--- config.mk ---
export PLATFORM = sky130hd
export DESIGN_NAME = mnacidpro_sequencer_flat
export DESIGN_NICKNAME = d
export VERILOG_FILES = /design/src/rtl/mnacidpro_sequencer_if.sv /design/src/rtl/mnacidpro_sequencer.sv /design/src/flat_wrapper.sv
export SDC_FILE = /design/constraint.sdc
export NUM_CORES = 1
export LEC_CHECK = 0
export ABC_AREA = 1
export CORE_ASPECT_RATIO = 1.2
export CORE_MARGIN = 2
export CORE_UTILIZATION = 30
export CTS_BUF_LIST = sky130_fd_sc_hd__clkbuf_8 sky130_fd_sc_hd__clkbuf_16
export DETAILED_ROUTE_END_ITERATION = 6
export PLACE_DENSITY_LB_ADDON = 0.1
export SLEW_MARGIN = 15
export SYNTH_ARGS = -nofsm -noshare
export SYNTH_HDL_FRONTEND = slang
export SYNTH_SLANG_ARGS = --single-unit
--- constraint.sdc ---
create_clock -name clk -period 3.65 [get_ports clk]
set_clock_uncertainty 0.2 [all_clocks]
set_input_delay 0.73 -clock clk [delete_from_list [all_inputs] [get_ports clk]]
set_output_delay 0.73 -clock clk [all_outputs]
set_load 0.02 [all_outputs]
--- src/rtl/mnacidpro_sequencer_if.sv ---
// Host/pad-ring side signal bundle of the purification protocol sequencer.
// The host (master) drives run control and phase durations; the sequencer (slave) drives the pads.
interface mnacidpro_sequencer_if #(
  parameter int SIZE  = 4,
  parameter int CNT_W = 16
);
  logic             start;
  logic             abort;
  logic [CNT_W-1:0] t_load;
  logic [CNT_W-1:0] t_lysis;
  logic [CNT_W-1:0] t_wash;
  logic [CNT_W-1:0] t_elute;
  logic [10:0]      valve_open;
  logic [2:0]       pump;
  logic [SIZE-1:0]  collect_sel;
  logic             busy;
  logic             done;
  logic             aborted;
  logic [2:0]       state;

  modport master (
    output start, abort, t_load, t_lysis, t_wash, t_elute,
    input  valve_open, pump, collect_sel, busy, done, aborted, state
  );

  modport slave (
    input  start, abort, t_load, t_lysis, t_wash, t_elute,
    output valve_open, pump, collect_sel, busy, done, aborted, state
  );
endinterface

--- src/rtl/mnacidpro_sequencer.sv ---
// Protocol sequencer for the mnacidpro_pads chip: load, lysis, wash, fractioned elution, flush.
// Every pad output is registered from the next-state values so valves change on a state's first cycle.
//
// state | meaning
// IDLE  | waiting for start, all valves closed
// LOAD  | bead load
// LYSIS | lysis buffer through the bead bed
// WASH  | wash buffer to waste
// ELUTE | SIZE fractions, one collect outlet each
// FLUSH | flush to waste, also the landing state after abort
// DONE  | one-cycle completion pulse
module mnacidpro_sequencer #(
  parameter int SIZE      = 4,
  parameter int CNT_W     = 16,
  parameter int PUMP_DIV  = 8,
  parameter int SETTLE    = 4,
  parameter int FLUSH_CYC = 64
) (
  input logic                  clk,
  input logic                  rst_n,
  mnacidpro_sequencer_if.slave ctl
);

  localparam int TW = CNT_W + 1;
  localparam int DW = (PUMP_DIV > 1) ? $clog2(PUMP_DIV) : 1;
  localparam int FW = (SIZE > 1) ? $clog2(SIZE) : 1;

  localparam logic [2:0] S_IDLE  = 3'd0;
  localparam logic [2:0] S_LOAD  = 3'd1;
  localparam logic [2:0] S_LYSIS = 3'd2;
  localparam logic [2:0] S_WASH  = 3'd3;
  localparam logic [2:0] S_ELUTE = 3'd4;
  localparam logic [2:0] S_FLUSH = 3'd5;
  localparam logic [2:0] S_DONE  = 3'd6;

  localparam logic [10:0] V_LOAD    = 11'h2E0;
  localparam logic [10:0] V_LYSIS   = 11'h111;
  localparam logic [10:0] V_WASH    = 11'h262;
  localparam logic [10:0] V_ELUTE   = 11'h624;
  localparam logic [10:0] V_FLUSH   = 11'h078;
  localparam logic [10:0] V_COLLECT = 11'h400;

  localparam logic [TW-1:0] SETTLE_T  = TW'(SETTLE);
  localparam logic [TW-1:0] FLUSH_T   = TW'(FLUSH_CYC);
  localparam logic [TW-1:0] FLUSH_LEN = SETTLE_T + FLUSH_T - TW'(1);
  localparam logic [DW-1:0] DIV_LAST  = DW'(PUMP_DIV - 1);
  localparam logic [FW-1:0] FRAC_LAST = FW'(SIZE - 1);

  logic [2:0]       state_q, state_d;
  logic [TW-1:0]    tmr_q, tmr_d;
  logic [FW-1:0]    frac_q, frac_d;
  logic [DW-1:0]    div_q, div_d;
  logic [1:0]       step_q, step_d;
  logic             pumping_q, pumping_d;
  logic [CNT_W-1:0] tload_q, tload_d;
  logic [CNT_W-1:0] tlysis_q, tlysis_d;
  logic [CNT_W-1:0] twash_q, twash_d;
  logic [CNT_W-1:0] telute_q, telute_d;
  logic             aborted_q, aborted_d;
  logic [10:0]      valve_q, valve_d;
  logic [2:0]       pump_q, pump_d;
  logic [SIZE-1:0]  sel_q, sel_d;
  logic             busy_q, busy_d;
  logic             done_q, done_d;
  logic [TW-1:0]    dur_d;
  logic             in_phase;

  // Down-counter loaded with the whole phase length; the last D counts are the pumping window.
  function automatic logic [TW-1:0] phase_len(input logic [CNT_W-1:0] d);
    return SETTLE_T + TW'(d) - TW'(1);
  endfunction

  function automatic logic [2:0] pump_pat(input logic [1:0] s);
    case (s)
      2'd0:    return 3'b011;
      2'd1:    return 3'b110;
      default: return 3'b101;
    endcase
  endfunction

  assign in_phase = (state_q == S_LOAD) || (state_q == S_LYSIS) ||
                    (state_q == S_WASH) || (state_q == S_ELUTE);

  always_comb begin
    state_d   = state_q;
    tmr_d     = tmr_q;
    frac_d    = frac_q;
    aborted_d = aborted_q;
    tload_d   = tload_q;
    tlysis_d  = tlysis_q;
    twash_d   = twash_q;
    telute_d  = telute_q;

    if (state_q == S_IDLE) begin
      if (ctl.start) begin
        state_d   = S_LOAD;
        tload_d   = ctl.t_load;
        tlysis_d  = ctl.t_lysis;
        twash_d   = ctl.t_wash;
        telute_d  = ctl.t_elute;
        aborted_d = 1'b0;
        frac_d    = '0;
        tmr_d     = phase_len(ctl.t_load);
      end
    end else if (in_phase && ctl.abort) begin
      state_d   = S_FLUSH;
      tmr_d     = FLUSH_LEN;
      frac_d    = '0;
      aborted_d = 1'b1;
    end else if (tmr_q != '0) begin
      tmr_d = tmr_q - TW'(1);
    end else begin
      case (state_q)
        S_LOAD: begin
          state_d = S_LYSIS;
          tmr_d   = phase_len(tlysis_q);
        end
        S_LYSIS: begin
          state_d = S_WASH;
          tmr_d   = phase_len(twash_q);
        end
        S_WASH: begin
          state_d = S_ELUTE;
          frac_d  = '0;
          tmr_d   = phase_len(telute_q);
        end
        S_ELUTE: begin
          if (frac_q == FRAC_LAST) begin
            state_d = S_FLUSH;
            frac_d  = '0;
            tmr_d   = FLUSH_LEN;
          end else begin
            frac_d = frac_q + FW'(1);
            tmr_d  = phase_len(telute_q);
          end
        end
        S_FLUSH: state_d = aborted_q ? S_IDLE : S_DONE;
        default: state_d = S_IDLE;
      endcase
    end
  end

  always_comb begin
    dur_d = '0;
    case (state_d)
      S_LOAD:  dur_d = TW'(tload_d);
      S_LYSIS: dur_d = TW'(tlysis_d);
      S_WASH:  dur_d = TW'(twash_d);
      S_ELUTE: dur_d = TW'(telute_d);
      S_FLUSH: dur_d = FLUSH_T;
      default: dur_d = '0;
    endcase
    pumping_d = (tmr_d < dur_d);
  end

  // Pump sequence restarts at 3'b011 whenever a pumping window opens.
  always_comb begin
    div_d  = DIV_LAST;
    step_d = 2'd0;
    if (pumping_d && pumping_q) begin
      if (div_q == '0) begin
        step_d = (step_q == 2'd2) ? 2'd0 : step_q + 2'd1;
      end else begin
        div_d  = div_q - DW'(1);
        step_d = step_q;
      end
    end
    pump_d = pumping_d ? pump_pat(step_d) : 3'b000;
  end

  always_comb begin
    valve_d = '0;
    case (state_d)
      S_LOAD:  valve_d = V_LOAD;
      S_LYSIS: valve_d = V_LYSIS;
      S_WASH:  valve_d = V_WASH;
      S_ELUTE: valve_d = pumping_d ? V_ELUTE : (V_ELUTE & ~V_COLLECT);
      S_FLUSH: valve_d = V_FLUSH;
      default: valve_d = '0;
    endcase
    sel_d  = (state_d == S_ELUTE) ? (SIZE'(1) << frac_d) : '0;
    busy_d = (state_d != S_IDLE);
    done_d = (state_d == S_DONE);
  end

  always_ff @(posedge clk or negedge rst_n) begin
    if (!rst_n) begin
      state_q   <= S_IDLE;
      tmr_q     <= '0;
      frac_q    <= '0;
      div_q     <= '0;
      step_q    <= '0;
      pumping_q <= 1'b0;
      tload_q   <= '0;
      tlysis_q  <= '0;
      twash_q   <= '0;
      telute_q  <= '0;
      aborted_q <= 1'b0;
      valve_q   <= '0;
      pump_q    <= '0;
      sel_q     <= '0;
      busy_q    <= 1'b0;
      done_q    <= 1'b0;
    end else begin
      state_q   <= state_d;
      tmr_q     <= tmr_d;
      frac_q    <= frac_d;
      div_q     <= div_d;
      step_q    <= step_d;
      pumping_q <= pumping_d;
      tload_q   <= tload_d;
      tlysis_q  <= tlysis_d;
      twash_q   <= twash_d;
      telute_q  <= telute_d;
      aborted_q <= aborted_d;
      valve_q   <= valve_d;
      pump_q    <= pump_d;
      sel_q     <= sel_d;
      busy_q    <= busy_d;
      done_q    <= done_d;
    end
  end

  assign ctl.valve_open  = valve_q;
  assign ctl.pump        = pump_q;
  assign ctl.collect_sel = sel_q;
  assign ctl.busy        = busy_q;
  assign ctl.done        = done_q;
  assign ctl.aborted     = aborted_q;
  assign ctl.state       = state_q;

endmodule

--- src/flat_wrapper.sv ---
// flat-port wrapper written by rule: the top's interface ports become plain ports
module mnacidpro_sequencer_flat 
#(
  parameter int SIZE      = 4,
  parameter int CNT_W     = 16,
  parameter int PUMP_DIV  = 8,
  parameter int SETTLE    = 4,
  parameter int FLUSH_CYC = 64
)
  (clk, rst_n, ctl_start, ctl_abort, ctl_t_load, ctl_t_lysis, ctl_t_wash, ctl_t_elute, ctl_valve_open, ctl_pump, ctl_collect_sel, ctl_busy, ctl_done, ctl_aborted, ctl_state);
  mnacidpro_sequencer_if #(.SIZE(SIZE), .CNT_W(CNT_W)) ctl_i ();
  input logic clk;
  input logic rst_n;
  input wire logic [$bits(ctl_i.start)-1:0] ctl_start;
  input wire logic [$bits(ctl_i.abort)-1:0] ctl_abort;
  input wire logic [$bits(ctl_i.t_load)-1:0] ctl_t_load;
  input wire logic [$bits(ctl_i.t_lysis)-1:0] ctl_t_lysis;
  input wire logic [$bits(ctl_i.t_wash)-1:0] ctl_t_wash;
  input wire logic [$bits(ctl_i.t_elute)-1:0] ctl_t_elute;
  output wire logic [$bits(ctl_i.valve_open)-1:0] ctl_valve_open;
  output wire logic [$bits(ctl_i.pump)-1:0] ctl_pump;
  output wire logic [$bits(ctl_i.collect_sel)-1:0] ctl_collect_sel;
  output wire logic [$bits(ctl_i.busy)-1:0] ctl_busy;
  output wire logic [$bits(ctl_i.done)-1:0] ctl_done;
  output wire logic [$bits(ctl_i.aborted)-1:0] ctl_aborted;
  output wire logic [$bits(ctl_i.state)-1:0] ctl_state;
  assign ctl_i.start = ctl_start;
  assign ctl_i.abort = ctl_abort;
  assign ctl_i.t_load = ctl_t_load;
  assign ctl_i.t_lysis = ctl_t_lysis;
  assign ctl_i.t_wash = ctl_t_wash;
  assign ctl_i.t_elute = ctl_t_elute;
  assign ctl_valve_open = ctl_i.valve_open;
  assign ctl_pump = ctl_i.pump;
  assign ctl_collect_sel = ctl_i.collect_sel;
  assign ctl_busy = ctl_i.busy;
  assign ctl_done = ctl_i.done;
  assign ctl_aborted = ctl_i.aborted;
  assign ctl_state = ctl_i.state;
  mnacidpro_sequencer #(.SIZE(SIZE), .CNT_W(CNT_W), .PUMP_DIV(PUMP_DIV), .SETTLE(SETTLE), .FLUSH_CYC(FLUSH_CYC)) u_core (.clk(clk), .rst_n(rst_n), .ctl(ctl_i));
endmodule
==> results of run 1 <==
worst max-delay path: cells and delay by family:
kind	cells	cell delay (ns)
adders and majority gates	1	0.27
buffers and inverters	7	1.09
and+or+nand+nor	10	1.00
AOI/OAI and AO/OA	3	0.65
routing by layer:
layer	wire (um)	track usage	vias to the layer above
li1	-	-	3946
met1	12600	0.280	3801
met2	15900	0.435	198
met3	1100	0.0292	55
met4	1340	0.101	0
met5	0	0	-
power by group:
part	switching [mW]	total [mW]	internal (mW)
Sequential	0.137	1.55	1.42
Clock	0.535	1.08	0.545
Combinational	1.27	2.44	1.18
per-stage QoR:
step,total power [mW],cell area (um^2),utilization,std cells
after floorplan,2.52,7310,-,979
after global placement,3.41,10100,0.422,1573
after detailed placement,3.43,10100,0.422,1573
after CTS,4.73,11000,0.457,1605
after global routing,5.36,11500,0.482,1623
final,5.08,11500,0.482,1623
registers in the layout, indices dropped and copies added, names as in the netlist:
register                cells
u_core.ctl.pump             3
u_core.ctl.aborted          1
u_core.ctl.valve_open      10
u_core.tlysis_q            16
u_core.div_q                3
u_core.twash_q             16
u_core.pumping_q            1
u_core.tload_q             16
u_core.frac_q               2
u_core.ctl.state            3
u_core.ctl.collect_sel      4
u_core.step_q               2
u_core.tmr_q               17
u_core.ctl.busy             1
u_core.telute_q            16
u_core.ctl.done             1
cell usage in the layout, fill, tap and decap left out, types with 9 or more instances in the layout:
cell               n
a21oi_1           28
a21oi_2           11
a221oi_4           9
buf_4            213
buf_6             20
clkbuf_16         10
clkdlybuf4s50_1   81
dfrtp_1          111
ha_1              14
inv_1            100
inv_2             17
nand2_1          216
nand2_2           31
nand2_4           15
nand3_1           49
nand3_2           12
nand4_1           15
nor2_1            52
nor2_2            19
nor2_4            18
nor3_1            18
o211ai_1          12
o21ai_0           92
o21ai_1           15
xor2_1            10
timing repair:
| item | CTS | global route |
|---|---|---|
| setup buffers | 16 | 19 |
| setup endpoints to repair | 10 | 10 |
| pin swaps | 55 | 68 |
| gates resized for setup | 106 | 112 |
| cloned | 1 | 1 |
cell type report:
| class | instances | area (um^2) | share of cell area |
|---|---|---|---|
| Sequential cell | 112 | 2800 | 0.243 |
| Multi-Input combinational cell | 723 | 4650 | 0.402 |
| Clock buffer | 9 | 225 | 0.0195 |
| Clock inverter | 7 | 80.1 | 0.00693 |
| Timing Repair Buffer | 334 | 2940 | 0.255 |
| Tap cell | 320 | 400 | 0.0347 |
| Inverter | 118 | 448 | 0.0388 |
path summary, 6_finish.rpt:
path,endpoint,startpoint,slack [ns]
setup / recovery,u_core.div_q[0],ctl_start,-0.07
hold / removal,u_core.ctl.valve_open[8],rst_n,0.09
setup reg to reg,u_core.div_q[0],u_core.tmr_q[10],-0.04
hold reg to reg,u_core.div_q[0],u_core.div_q[0],0.27
max in group asynchronous,u_core.ctl.state[0],rst_n,2.48
min in group clk,u_core.div_q[0],u_core.div_q[0],0.27
cell families (layout without fill, tap and decap cells):
logic type	count (synthesis)	count (layout)	share of synthesized area
xor gates and xnor gates	12	12	0.0144
DFF	112	112	0.384
buffers and inverters	144	468	0.0808
adders and majority gates	24	24	0.0411
muxes	1	1	0.00154
and+or+nand+nor	465	465	0.291
AOI/OAI and AO/OA	221	221	0.187
==> impl_metrics.json, run 1 <==
{
  "cp_common_cell": "nor2_4",
  "rsz0062_at_grt": "yes",
  "grt_pass1_vias": 8263,
  "violations": "negative setup slack",
  "drtIter0Drc": 481,
  "critPathMaxStageDelay_ns": 0.48,
  "grt_overflow_total": 0,
  "hold_violations": 0,
  "crit_arrival_ns": 3.77,
  "fin_hold_ws_ns": 0.0945,
  "path_cells": "clkdlybuf4s50_1 -> inv_1 -> nor2_4 -> inv_4 -> nand3_4 -> buf_6 -> nor2_4 -> buf_12 -> buf_4 -> nand2_1 -> nand2_2 -> a221oi_4 -> ha_4 -> nand2_4 -> nor2_2 -> a211oi_2 -> o2111ai_2 -> nor2_4 -> nand3_4 -> inv_2 -> nand3_1",
  "drcViolationCount": 0,
  "cp_slowest_cell": "clkdlybuf4s50_1",
  "rows": 62,
  "netlist.area_leader.share": 0.384,
  "clk_latency_ns": 0.37,
  "post-route-min-period_ns": 3.72,
  "rr_worst_depth": 22,
  "fmax_mhz": 269,
  "cts.sinks": 112,
  "port_buffers": 91,
  "fp.dieH_um": 175,
  "cts.path.max_buffers": 2,
  "cp_max_fo": 8,
  "io_pins": 92,
  "maxSlewHeadroom": 0.421,
  "cp-end-kind": "flop",
  "ys.flop_type": "dfrtp_1",
  "num_vias": 8000,
  "clockRootBuffer": "clkbuf_16",
  "ys_types": 51,
  "path_clk_slew_ns": 0.09,
  "tightest_slew_ns": 0.859,
  "area.growth.synth_to_final_pct": 58.1,
  "setup_slack_ns": -0.0718,
  "via_per_inst": 4.93,
  "cts_tree": "built",
  "yosysTopAreaCell": "dfrtp_1",
  "syn_area_per_cell_um2": 7.46,
  "drive_above_1_share": 0.338,
  "fill_cells": 2442,
  "final.setup.tns_ns": -0.289,
  "gr-usage-all-layers": 0.238,
  "wl_um": 30900,
  "required_ns": 3.70,
  "ant_nets": 0,
  "syn-num-nets": 1071,
  "power_leakage_nw": 5.24,
  "cts_buffers": 9,
  "dieArea_um2": 25600,
  "ir_drop_mv": 0.394,
  "grt_pass1_wl_um": 45900,
  "worstSetupPathType": "in2reg",
  "hold_class": "in2async",
  "initial_core_util": 0.305,
  "synthTopCellsByArea": "dfrtp_1, nand2_1, o21ai_0, inv_1, ha_1",
  "wl_per_cell_um": 19.0,
  "synth.most_common_cell": "nand2_1",
  "setup_viol": 7,
  "ctsHtreeMaxLevel": 3,
  "syn_area_um2": 7310,
  "status": "finished with violations",
  "drtPass1Iterations": 5,
  "power_density_nw_per_um2": 440,
  "slew_violations": 0,
  "synthCells": 979,
  "cap_violations": 0,
  "ys_ff_latch": 112,
  "dp_hpwl_um": 24400,
  "gp_congestion": 0.941,
  "coreArea_um2": 24000,
  "fin_crit_sh": 1.02,
  "dpl_worst_slack_ns": -0.923,
  "nets": 1390,
  "hold_buffers": 0,
  "cp-start-kind": "primary input",
  "die_w_um": 146,
  "grt_max_degree": 52,
  "yosys_warnings": 0,
  "async_flop_share": 1.00,
  "synth-edff-count": 0,
  "yosys-top-cells-count": "nand2_1, dfrtp_1, inv_1, o21ai_0, nor2_1",
  "ys_seq_area_frac": 0.384,
  "antenna_cells": 0,
  "antenna_found_initial": 0
}
No activity file was read; power rests on OpenSTA's default activity.
==> run 2, diff against run 1 <==
--- a/config.mk
+++ b/config.mk
@@ -8,7 +8,7 @@
 export ABC_AREA = 1
 export CORE_ASPECT_RATIO = 1.2
 export CORE_MARGIN = 2
-export CORE_UTILIZATION = 30
+export CORE_UTILIZATION = 51
 export CTS_BUF_LIST = sky130_fd_sc_hd__clkbuf_8 sky130_fd_sc_hd__clkbuf_16
 export DETAILED_ROUTE_END_ITERATION = 6
 export PLACE_DENSITY_LB_ADDON = 0.1
==> impl_metrics.json, run 2 (synthesis results as in run 1) <==
{
  "gr-usage-all-layers": 0.359,
  "rr_worst_depth": 22,
  "rsz0062_at_grt": "yes",
  "switching_share": 0.383,
  "die_w_um": 113,
  "clk_latency_ns": 0.37,
  "status": "finished with violations",
  "drive_above_1_share": 0.262,
  "cts_tree": "built",
  "critPathMaxStageDelay_ns": 0.39,
  "path_depth": 22,
  "grt_max_degree": 52,
  "path_clk_slew_ns": 0.08,
  "io_pins": 92,
  "cp_max_fo": 7,
  "setup_slack_ns": -0.0714,
  "fmax_mhz": 269,
  "wl_per_cell_um": 19.2,
  "cp-end-kind": "flop",
  "cp-endpoint": "u_core.div_q[0]",
  "setup_viol": 6,
  "ir_drop_mv": 0.500,
  "fp.dieH_um": 135,
  "grt_pass1_vias": 7983,
  "wl_um": 27000,
  "cap_violations": 0,
  "required_ns": 3.70,
  "dieArea_um2": 15300,
  "p_clk_frac": 0.204,
  "fin_crit_sh": 1.02,
  "gp_congestion": 0.991,
  "largest_reg_flops": 17,
  "hold_buffers": 0,
  "final_common_cell": "nand2_1",
  "fill_cells": 1104,
  "power_frac_comb": 0.468,
  "power_frac_seq": 0.328,
  "drtIter0Drc": 740,
  "hold_class": "in2async",
  "maxSlewHeadroom": 0.481,
  "rows": 47,
  "drcViolationCount": 6,
  "cts.sinks": 112,
  "port_buffers": 91,
  "power_leakage_nw": 4.83,
  "area.growth.synth_to_final_pct": 42.9,
  "initial_core_util": 0.526,
  "r2r_end": "u_core.div_q[0]",
  "regMostFlops": "u_core.tmr_q",
  "num_vias": 8045,
  "grt_overflow_total": 0,
  "reg2reg_slack_ns": -0.07,
  "crit_arrival_ns": 3.78,
  "cp-start-kind": "flop",
  "final_cell_mix": "nand2_1, buf_4, dfrtp_1",
  "dp_hpwl_um": 20900,
  "clockRootBuffer": "clkbuf_16",
  "p_int_mw": 2.90,
  "final.setup.tns_ns": -0.230,
  "reg2reg_from": "u_core.tmr_q[0]",
  "power_density_nw_per_um2": 451,
  "ant_nets": 0,
  "post-route-min-period_ns": 3.72,
  "worst-path-buf-inv": 7,
  "ctsHtreeMaxLevel": 3,
  "tightest_slew_ns": 0.770,
  "antenna_cells": 0,
  "drtPass1Iterations": 7,
  "critPathLaunch": "u_core.tmr_q[0]",
  "cp_top_family": "simple AND/OR/NAND/NOR gates",
  "grt_pass1_wl_um": 41600,
  "p_switching_mw": 1.80,
  "cts_buffers": 9,
  "coreArea_um2": 13900,
  "hold_violations": 0,
  "cts.path.max_buffers": 2,
  "total_power_mw": 4.70,
  "antenna_found_initial": 0,
  "violations": "design-rule violations, negative setup slack",
  "slew_violations": 0,
  "via_per_inst": 5.70,
  "path_cells": "inv_2 -> ha_4 -> nand2_1 -> nor2_2 -> buf_4 -> nand4_1 -> nand3_4 -> buf_6 -> nor2_4 -> buf_12 -> buf_8 -> nand2_1 -> nand2_4 -> a221oi_4 -> ha_4 -> buf_4 -> a211oi_2 -> o2111ai_2 -> nor2_4 -> nand3_4 -> inv_2 -> nand3_1",
  "dpl_worst_slack_ns": -0.796,
  "worstSetupPathType": "reg2reg",
  "cp_slowest_cell": "dfrtp_1",
  "nets": 1328
}
==> run 2: final cells by class <==
type | count | area [um^2] | area share
sequential | 112 | 2800 | 0.268
inverter | 118 | 443 | 0.0424
multi-input combinational | 723 | 4330 | 0.414
timing repair buffer | 272 | 2380 | 0.228
tap | 171 | 214 | 0.0205
clock inverter | 6 | 45.0 | 0.00431
clock buffer | 9 | 225 | 0.0216
==> run 2: repair_timing <==
item                       4_1_cts  5_1_grt
setup endpoints to repair       10       10
pin swaps                       51       19
buffers inserted                19        6
resized for setup               83       31
==> run 2: worst register-to-register path, stage by stage (launching register included) <==
cell,delay [ns]
dfrtp_1,0.39
inv_2,0.08
ha_4,0.15
nand2_1,0.06
nor2_2,0.18
buf_4,0.16
nand4_1,0.13
nand3_4,0.15
buf_6,0.12
nor2_4,0.03
buf_12,0.13
buf_8,0.13
nand2_1,0.11
nand2_4,0.07
a221oi_4,0.29
ha_4,0.27
buf_4,0.13
a211oi_2,0.19
o2111ai_2,0.15
nor2_4,0.21
nand3_4,0.11
inv_2,0.08
nand3_1,0.06
==> run 2: how the worst min path moves through the flow <==
stage	from	end	slack [ns]	cells past startpoint
2_1_floorplan	rst_n	u_core.ctl.aborted	0.23	0
3_3_place_gp	u_core.tload_q[14]	u_core.tload_q[14]	0.25	2
3_5_place_dp	u_core.tload_q[14]	u_core.tload_q[14]	0.26	2
4_1_cts	rst_n	u_core.tlysis_q[7]	0.1	1
5_1_grt	rst_n	u_core.ctl.valve_open[8]	0.11	1
6_report	rst_n	u_core.ctl.valve_open[8]	0.08	1
==> run 2: per-stage QoR <==
step,instances,hold WS (ns),utilization,cell area [um^2]
floorplan,979,0.234,-,7310
global placement,1374,0.250,0.686,9520
detailed placement,1374,0.257,0.686,9520
CTS,1405,0.0961,0.740,10300
global route,1411,0.113,0.752,10400
finish,1411,0.0797,0.752,10400
==> run 2: routing by layer <==
metal | share of wire | GRT usage | vias to the layer above
met1 | 0.38 | 0.429 | 3814
met2 | 0.51 | 0.629 | 325
met3 | 0.054 | 0.0337 | 86
met5 | 0 | 0 | -
li1 | - | - | 3820
met4 | 0.061 | 0.213 | 0
==> run 2: power groups by stage <==
stage               Combinational (mW)  Clock (mW)  Sequential (mW)
detailed placement                1.82           0             1.55
CTS                               2.05       0.967             1.54
floorplan                        0.910           0             1.61
global placement                  1.78           0             1.55
global route                      2.37        1.00             1.56
finish                            2.20       0.960             1.54
